## config.mk

```make
export PLATFORM = sky130hd
export DESIGN_NAME = branch_resolve_queue
export DESIGN_NICKNAME = d
export VERILOG_FILES = /design/src/rtl/branch_resolve_queue.sv
export SDC_FILE = /design/constraint.sdc
export NUM_CORES = 1
export LEC_CHECK = 0
export ABC_AREA = 1
export CAP_MARGIN = 20
export CORE_UTILIZATION = 55
export DETAILED_ROUTE_END_ITERATION = 12
export PLACE_DENSITY = 0.73
export RECOVER_POWER = 50
export SLEW_MARGIN = 20
export SYNTH_ARGS = -nofsm -noshare
export SYNTH_HDL_FRONTEND = slang
export SYNTH_SLANG_ARGS = --single-unit
```

## constraint.sdc

```tcl
create_clock -name clk_i -period 3.1 [get_ports clk_i]
set_input_delay 0.62 -clock clk_i [delete_from_list [all_inputs] [get_ports clk_i]]
set_output_delay 0.62 -clock clk_i [all_outputs]
set_load 0.01 [all_outputs]
```

## src/rtl/branch_resolve_queue.sv

```systemverilog
// ---------------------------------------------------------------------------
// branch_resolve_queue
//
// In-order FIFO between the fetch-side predictor lookup and the TAGE update
// port. Each issued prediction {idx, taken} is queued. In-order resolutions
// from execute are matched against the head entry. Each resolution produces
// one registered update beat {idx, actual direction, correct flag}.
//
// Optional feature macro: BRQ_FLUSH_EN
//   defined   : a mispredicting pop also discards every younger entry, and a
//               push in the same cycle is dropped as wrong-path.
//   undefined : a mispredict pops only the head entry.
//
// Handshake: a push happens on a rising edge where pred_valid_i && pred_ready_o.
// pred_ready_o depends only on the registered occupancy (count < DEPTH). It
// never depends on a same-cycle pop. Resolutions have no ready. A resolution
// that arrives with the queue empty is dropped and latches res_err_o.
//
// Ports:
//   clk_i, rst_ni          clock, asynchronous active-low reset
//   pred_valid_i/ready_o   prediction push handshake
//   pred_idx_i/taken_i     pushed branch index and predicted direction
//   res_valid_i/taken_i    head-branch resolution and actual direction
//   upd_valid_o            one-cycle update beat strobe
//   upd_idx_o              index of the resolved branch (held when idle)
//   br_result_o            actual direction (held when idle)
//   correct_o              predicted == actual (held when idle)
//   count_o                occupied entries
//   res_err_o              sticky: resolution seen with the queue empty
// ---------------------------------------------------------------------------
module branch_resolve_queue #(
   parameter int DEPTH = 16,
   parameter int IDX_W = 32
) (
   input  logic                     clk_i,
   input  logic                     rst_ni,
   input  logic                     pred_valid_i,
   output logic                     pred_ready_o,
   input  logic [IDX_W-1:0]         pred_idx_i,
   input  logic                     pred_taken_i,
   input  logic                     res_valid_i,
   input  logic                     res_taken_i,
   output logic                     upd_valid_o,
   output logic [IDX_W-1:0]         upd_idx_o,
   output logic                     br_result_o,
   output logic                     correct_o,
   output logic [$clog2(DEPTH):0]   count_o,
   output logic                     res_err_o
);

   localparam int PTR_W = $clog2(DEPTH);
   localparam int CNT_W = PTR_W + 1;

   // Entry storage is not reset. Occupancy alone decides validity.
   logic [IDX_W-1:0] r_idx_mem   [DEPTH];
   logic             r_taken_mem [DEPTH];

   logic [PTR_W-1:0] r_head;
   logic [PTR_W-1:0] r_tail;
   logic [CNT_W-1:0] r_count;

   logic             r_upd_valid;
   logic [IDX_W-1:0] r_upd_idx;
   logic             r_br_result;
   logic             r_correct;
   logic             r_res_err;

   logic             w_push;
   logic             w_push_eff;
   logic             w_pop;
   logic             w_correct;
   logic             w_flush;
   logic             w_res_empty;

   assign pred_ready_o = (r_count < CNT_W'(DEPTH));
   assign w_push       = pred_valid_i && pred_ready_o;
   assign w_pop        = res_valid_i && (r_count != '0);
   assign w_res_empty  = res_valid_i && (r_count == '0);
   assign w_correct    = (r_taken_mem[r_head] == res_taken_i);

`ifdef BRQ_FLUSH_EN
   // A mispredicted head means every younger entry was fetched down the wrong path.
   assign w_flush = w_pop && !w_correct;
`else
   assign w_flush = 1'b0;
`endif

   // A push that coincides with a flush is wrong-path and is dropped.
   assign w_push_eff = w_push && !w_flush;

   always_ff @(posedge clk_i) begin
      if (w_push_eff) begin
         r_idx_mem[r_tail]   <= pred_idx_i;
         r_taken_mem[r_tail] <= pred_taken_i;
      end
   end

   always_ff @(posedge clk_i or negedge rst_ni) begin
      if (!rst_ni) begin
         r_head      <= '0;
         r_tail      <= '0;
         r_count     <= '0;
         r_upd_valid <= 1'b0;
         r_upd_idx   <= '0;
         r_br_result <= 1'b0;
         r_correct   <= 1'b0;
         r_res_err   <= 1'b0;
      end else begin
         if (w_pop) begin
            r_head <= r_head + PTR_W'(1);
         end

         if (w_flush) begin
            // Leave the queue empty just past the popped head.
            r_tail  <= r_head + PTR_W'(1);
            r_count <= '0;
         end else begin
            if (w_push_eff) begin
               r_tail <= r_tail + PTR_W'(1);
            end
            r_count <= r_count + CNT_W'(w_push_eff) - CNT_W'(w_pop);
         end

         // The update payload holds its last value on cycles without a pop.
         r_upd_valid <= w_pop;
         if (w_pop) begin
            r_upd_idx   <= r_idx_mem[r_head];
            r_br_result <= res_taken_i;
            r_correct   <= w_correct;
         end

         if (w_res_empty) begin
            r_res_err <= 1'b1;
         end
      end
   end

   assign upd_valid_o = r_upd_valid;
   assign upd_idx_o   = r_upd_idx;
   assign br_result_o = r_br_result;
   assign correct_o   = r_correct;
   assign count_o     = r_count;
   assign res_err_o   = r_res_err;

endmodule

```

==> flow_metrics.py, run 1 <==
metrics = {
    "outcome": {
        "status": "finished clean",
    },
    "routing": {
        "vias_per_cell": 5.68,
        "via_count": 15000,
        "wire_per_inst_um": 20.3,
        "routed_wirelength_mm": 53.3,
        "dr.pass1.iters": 6,
        "drtAntennaViolNets": 0,
        "drtIter0Drc": 1538,
        "drc": 0,
    },
    "clock_network": {
        "postCtsResizedCells": 0,
        "ctsRootBufferMaster": "clkbuf_16",
        "clock_latency_ps": 610,
        "clk_pin_slew_ps": 60,
        "cts_hold_buffers": 1,
        "clock_path_buffers": 3,
        "htreeDepth": 2,
        "cts_buffers": 56,
        "post_cts_buffers": 0,
        "clkSinkCount": 577,
        "cts_tree": "built",
    },
    "global_route": {
        "grt_pass1_vias": 14900,
        "grt_usage_pct": 25.4,
        "grt_max_degree": 220,
        "antenna_found_initial": 0,
        "grt_pass1_wl_mm": 83.4,
        "overflow": 0,
    },
    "final_layout": {
        "layout_common_cells": "811 x nand2_1, 528 x edfxtp_1, 395 x nand3_1, 57 x clkbuf_16",
        "area_growth_pct": 14.3,
        "antenna_cells": 0,
        "n_fill_cell": 2943,
        "final_common_cell": "nand2_1",
        "post-route-util_pct": 64.4,
        "nets": 2104,
        "drive_gt1_share_pct": 7.14,
    },
    "placed_design": {
        "hpwl_mm": 29.5,
        "routabilityCongestion": 0.807,
        "io_buffers": 79,
    },
    "die": {
        "io_pins": 80,
        "die_h_um": 207,
        "dieArea_mm2": 0.0430,
        "core_mm2": 0.0412,
        "fp-row-count": 74,
        "die_x_um": 207,
        "start_util_pct": 56.3,
    },
    "critical_path": {
        "path_max_fanout": 3,
        "path_cells": "inv_1 -> ha_1 -> nand3_1 -> nand2_1 -> inv_2 -> ha_1 -> inv_1 -> ha_1 -> inv_1 -> fa_1 -> o21ai_0 -> xor2_1",
        "slowest_delay_ps": 420,
        "cp-end-kind": "flip-flop",
        "crit_type": "reg -> reg",
        "cp.arrival_ps": 2940,
        "cpMaxStageDelayCell": "fa_1",
        "required_ps": 3620,
        "path_delay_family": "adder cells",
        "critPathLaunchType": "flip-flop",
        "path_buf_inv": 4,
    },
    "synth": {
        "yosys_warnings": 0,
        "ys_seq_elements": 577,
        "synth_seq_area_share_pct": 73.6,
        "avgSynthCellArea_um2": 11.7,
        "synth_cells": 1984,
        "synth_fp_nets": 2034,
        "syn_area_mm2": 0.0232,
        "synth_cell_types": 21,
    },
    "sta": {
        "worstMarginPinSlew_ps": 1260,
        "fin_skew_ps": 14.3,
        "max_freq_mhz": 414,
        "finalSetupViolCount": 0,
        "min_period_over_period_pct": 78.0,
        "finalSetupTns_ps": 0,
        "finalHoldViolCount": 0,
        "slew_violations": 0,
        "post-route-min-period_ps": 2420,
        "slew_headroom_pct": 16.2,
        "rsz0062_at_grt": "no",
    },
    "pwr": {
        "power_density_mw_per_mm2": 923,
        "leakagePower_nw": 10.0,
        "max-vdd-ir-drop_v": 0.000587,
    },
    "run": {
        "drv_cap": 0,
    },
    "min_path": {
        "hold_class": "reg -> reg",
    },
}
[worst register-to-register path, cell delays in order (launching register included)]
cell and delay, ps:
dfrtp_1 400, inv_1 90, ha_1 150, nand3_1 110, nand2_1 130, inv_2 50, ha_1 260, inv_1 50
ha_1 160, inv_1 60, fa_1 420, o21ai_0 270, xor2_1 180
[area by class of cell]
class / count / area (um^2) / share of cell area, %
Timing Repair Buffer: 128 / 1310 / 4.93
Clock inverter: 26 / 253 / 0.952
Tap cell: 532 / 666 / 2.51
Inverter: 28 / 113 / 0.424
Clock buffer: 79 / 1590 / 5.99
Sequential cell: 577 / 17100 / 64.4
Multi-Input combinational cell: 1263 / 5520 / 20.8
[sequential cells by signal (all words and copies together) (netlist names)]
register / count
br_result_o: 1
correct_o: 1
count_o: 5
r_head: 4
r_idx_mem: 512
r_tail: 4
r_taken_mem: 16
res_err_o: 1
upd_idx_o: 32
upd_valid_o: 1
[worst paths after layout]
kind,from,to,slack [ps],cells after the start
hold / removal,upd_idx_o[9],upd_idx_o[9],480,2
setup reg to reg,count_o[2],count_o[4],680,12
setup / recovery,count_o[2],count_o[4],680,12
max in group asynchronous,rst_ni,upd_idx_o[19],700,3
hold reg to reg,upd_idx_o[9],upd_idx_o[9],480,2
min in group asynchronous,rst_ni,res_err_o,810,2
[logic make-up (layout without fill, tap and decap cells)]
kind of cell | after synthesis | in the layout | share of synthesized area (%)
buf+inv | 144 | 261 | 3.12
simple gates | 1235 | 1235 | 22.1
xor+xnor | 10 | 10 | 0.377
fa+ha+maj | 12 | 12 | 0.679
compound gates | 6 | 6 | 0.140
flops | 577 | 577 | 73.6
[per-stage QoR]
stage	worst slack, ps	instances	hold slack (ps)	cell area, um^2	power (mW)
global placement	338	2527	461	24700	17.6
floorplan	282	1984	324	23200	15.1
global route	335	2633	507	26500	25.9
detailed placement	299	2527	465	24700	17.8
CTS	672	2633	481	26600	24.6
finish	683	2633	477	26500	24.5
[cells in the mapped netlist]
cell type | instances | area share [%]
inv_1 | 25 | 0.40
clkinv_1 | 1 | 0.016
xor2_1 | 8 | 0.30
ha_1 | 11 | 0.59
fa_1 | 1 | 0.086
nand3_1 | 395 | 8.5
buf_4 | 10 | 0.32
nand2_1 | 811 | 13
buf_6 | 9 | 0.44
a21oi_1 | 2 | 0.043
o21ai_0 | 3 | 0.065
edfxtp_1 | 528 | 68
inv_2 | 2 | 0.032
o21bai_1 | 1 | 0.032
buf_1 | 11 | 0.18
dfrtp_1 | 49 | 5.3
buf_2 | 63 | 1.4
xnor2_1 | 2 | 0.075
nand4_1 | 1 | 0.027
clkbuf_1 | 23 | 0.37
nor2_1 | 28 | 0.45
[where the power goes]
part	internal, mW	switching (mW)
combinational	2.60	5.54
sequential	9.24	0.345
clock	3.97	2.80
total	15.8	8.68
[per-layer routing]
metal | part of all wire [%] | up-vias | wire length (um) | GRT usage [%]
li1 | - | 6973 | - | -
met1 | 40 | 7170 | 21300 | 34.7
met2 | 48 | 703 | 25800 | 41.3
met3 | 8.6 | 108 | 4610 | 4.13
met4 | 3.1 | 0 | 1660 | 9.47
met5 | 0 | - | 0 | 0
Power figures use the tool's default switching activity.
==> inputs of run 2 (changes only) <==
--- a/config.mk
+++ b/config.mk
@@ -9,7 +9,7 @@
 export CAP_MARGIN = 20
 export CORE_UTILIZATION = 55
 export DETAILED_ROUTE_END_ITERATION = 12
-export PLACE_DENSITY = 0.73
+export PLACE_DENSITY = 0.76
 export RECOVER_POWER = 50
 export SLEW_MARGIN = 20
 export SYNTH_ARGS = -nofsm -noshare
==> constraint.sdc (replaced) <==
create_clock -name clk_i -period 2.04 [get_ports clk_i]
set_input_delay 0.408 -clock clk_i [delete_from_list [all_inputs] [get_ports clk_i]]
set_output_delay 0.408 -clock clk_i [all_outputs]
set_load 0.01 [all_outputs]
==> flow_metrics.py, run 2 (synthesized netlist as in run 1, its figures left out) <==
metrics = {
    "final_layout": {
        "nets": 2158,
        "layout_common_cells": "810 x nand2_1, 528 x edfxtp_1, 394 x nand3_1, 59 x clkbuf_16, 50 x buf_4",
        "drive_gt1_share_pct": 10.2,
        "antenna_cells": 0,
        "final_common_cell": "nand2_1",
        "finalInstanceArea_mm2": 0.0276,
        "post-route-util_pct": 66.9,
        "area_growth_pct": 18.7,
        "n_fill_cell": 2794,
        "largest_register": "r_idx_mem",
        "largest_reg_flops": 512,
    },
    "sta": {
        "worstMarginPinSlew_ps": 1440,
        "slew_headroom_pct": 4.31,
        "finalSetupViolCount": 0,
        "rsz0062_at_grt": "yes",
        "max_freq_mhz": 495,
        "hold-worst-slack_ps": 391,
        "post-route-min-period_ps": 2020,
        "slew_violations": 0,
        "min_period_over_period_pct": 99.0,
        "fin_skew_ps": 19.6,
        "finalHoldViolCount": 0,
        "worst_slack_ps": 20.3,
    },
    "routing": {
        "via_count": 15800,
        "vias_per_cell": 5.86,
        "dr.pass1.iters": 7,
        "drtIter0Drc": 1905,
        "routed_wirelength_mm": 56.9,
        "wire_per_inst_um": 21.2,
        "drtAntennaViolNets": 0,
        "drc": 0,
    },
    "global_route": {
        "antenna_found_initial": 0,
        "overflow": 0,
        "grt_pass1_wl_mm": 87.7,
        "grt_max_degree": 97,
        "grt_usage_pct": 26.6,
        "grt_pass1_vias": 15600,
    },
    "run": {
        "drv_cap": 0,
    },
    "critical_path": {
        "required_ps": 2580,
        "crit_start": "count_o[2]",
        "cp.depth": 12,
        "r2r-end": "count_o[4]",
        "path_max_fanout": 2,
        "cp-end-kind": "flip-flop",
        "slowest_delay_ps": 400,
        "path_cells": "inv_2 -> ha_4 -> nand3_2 -> nand2_2 -> inv_2 -> ha_4 -> inv_2 -> ha_4 -> inv_2 -> fa_2 -> o21ai_2 -> xor2_1",
        "crit_end": "count_o[4]",
        "crit_type": "reg -> reg",
        "cp.arrival_ps": 2560,
        "rr_startpoint": "count_o[2]",
        "r2r_setup_slack_ps": 20,
        "cpMaxStageDelayCell": "fa_2",
        "reg2reg_depth": 12,
        "path_buf_inv": 4,
        "path_delay_family": "adder cells",
        "critPathLaunchType": "flip-flop",
        "cp_common_cell": "inv_2",
    },
    "placed_design": {
        "place_ws_ps": -193,
        "hpwl_mm": 32.2,
        "dpl_cell_area_mm2": 0.0255,
        "io_buffers": 79,
        "routabilityCongestion": 0.824,
    },
    "pwr": {
        "max-vdd-ir-drop_v": 0.000963,
        "leakagePower_nw": 10.5,
        "power_mw": 39.1,
        "power_density_mw_per_mm2": 1420,
    },
    "clock_network": {
        "clock_path_buffers": 3,
        "cts_tree": "built",
        "cts_buffers": 55,
        "clk_pin_slew_ps": 60,
        "ctsRootBufferMaster": "clkbuf_16",
        "clock_latency_ps": 610,
        "htreeDepth": 2,
        "clkSinkCount": 577,
    },
    "die": {
        "core_mm2": 0.0412,
        "dieArea_mm2": 0.0430,
        "io_pins": 80,
        "die_x_um": 207,
        "die_h_um": 207,
        "start_util_pct": 56.3,
        "fp-row-count": 74,
    },
    "min_path": {
        "hold_class": "in -> reg",
        "whs_path_depth": 3,
    },
    "outcome": {
        "status": "finished clean",
    },
}
[run 2: cell count changes in the layout (fill, tap and decap cells not counted), moves of 5 or more]
cell	previous run	this run
buf_12	13	47
dlygate4sd3_1	34	29
inv_1	23	18
buf_4	32	50
[run 2: what timing repair did]
action,4_1_cts,5_1_grt
cloned,0,2
buffers inserted,1,3
gates resized for setup,9,10
hold buffers,1,0
pin swaps,0,5
hold endpoints to repair,49,0
endpoints found under the setup margin,5,12
[run 2: per-layer routing]
| layer | wire [um] | track usage, % |
|---|---|---|
| met4 | 1750 | 9.03 |
| met1 | 22300 | 36.1 |
| met2 | 27800 | 43.6 |
| met5 | 0 | 0 |
| met3 | 5030 | 4.96 |
[run 2: area by class of cell]
| type | instances | area [um^2] | area share, % |
|---|---|---|---|
| Clock buffer | 75 | 1530 | 5.57 |
| Sequential cell | 577 | 17100 | 62.0 |
| Multi-Input combinational cell | 1263 | 5580 | 20.3 |
| Timing Repair Buffer | 183 | 2200 | 7.99 |
| Clock inverter | 28 | 369 | 1.34 |
| Tap cell | 532 | 666 | 2.42 |
| Inverter | 28 | 119 | 0.431 |
[run 2: worst min-delay path, stage by stage]
cell and delay (ps):
clkdlybuf4s50_1 430, inv_1 60, o21bai_1 60
[run 2: metrics by stage]
step | std cells | TNS (ps)
floorplan | 1984 | -104060
global placement | 2576 | -67650
detailed placement | 2576 | -77070
CTS | 2681 | -22.8
global route | 2686 | -124
finish | 2686 | 0
[run 2: how the worst min path moves through the flow]
| stage | start | end | slack, ps |
|---|---|---|---|
| detailed placement | rst_ni | count_o[2] | 440 |
| finish | res_valid_i | res_err_o | 390 |
| global route | res_valid_i | res_err_o | 410 |
| CTS | rst_ni | count_o[2] | 340 |
| floorplan | rst_ni | br_result_o | 110 |
| global placement | rst_ni | count_o[3] | 440 |
[run 2: where the power goes]
part           leakage [nW]  internal [mW]  switching, mW
sequential             5.35           14.0          0.481
clock                 0.924           6.39           4.34
combinational          4.20           4.89           8.97
total                  10.5           25.3           13.8
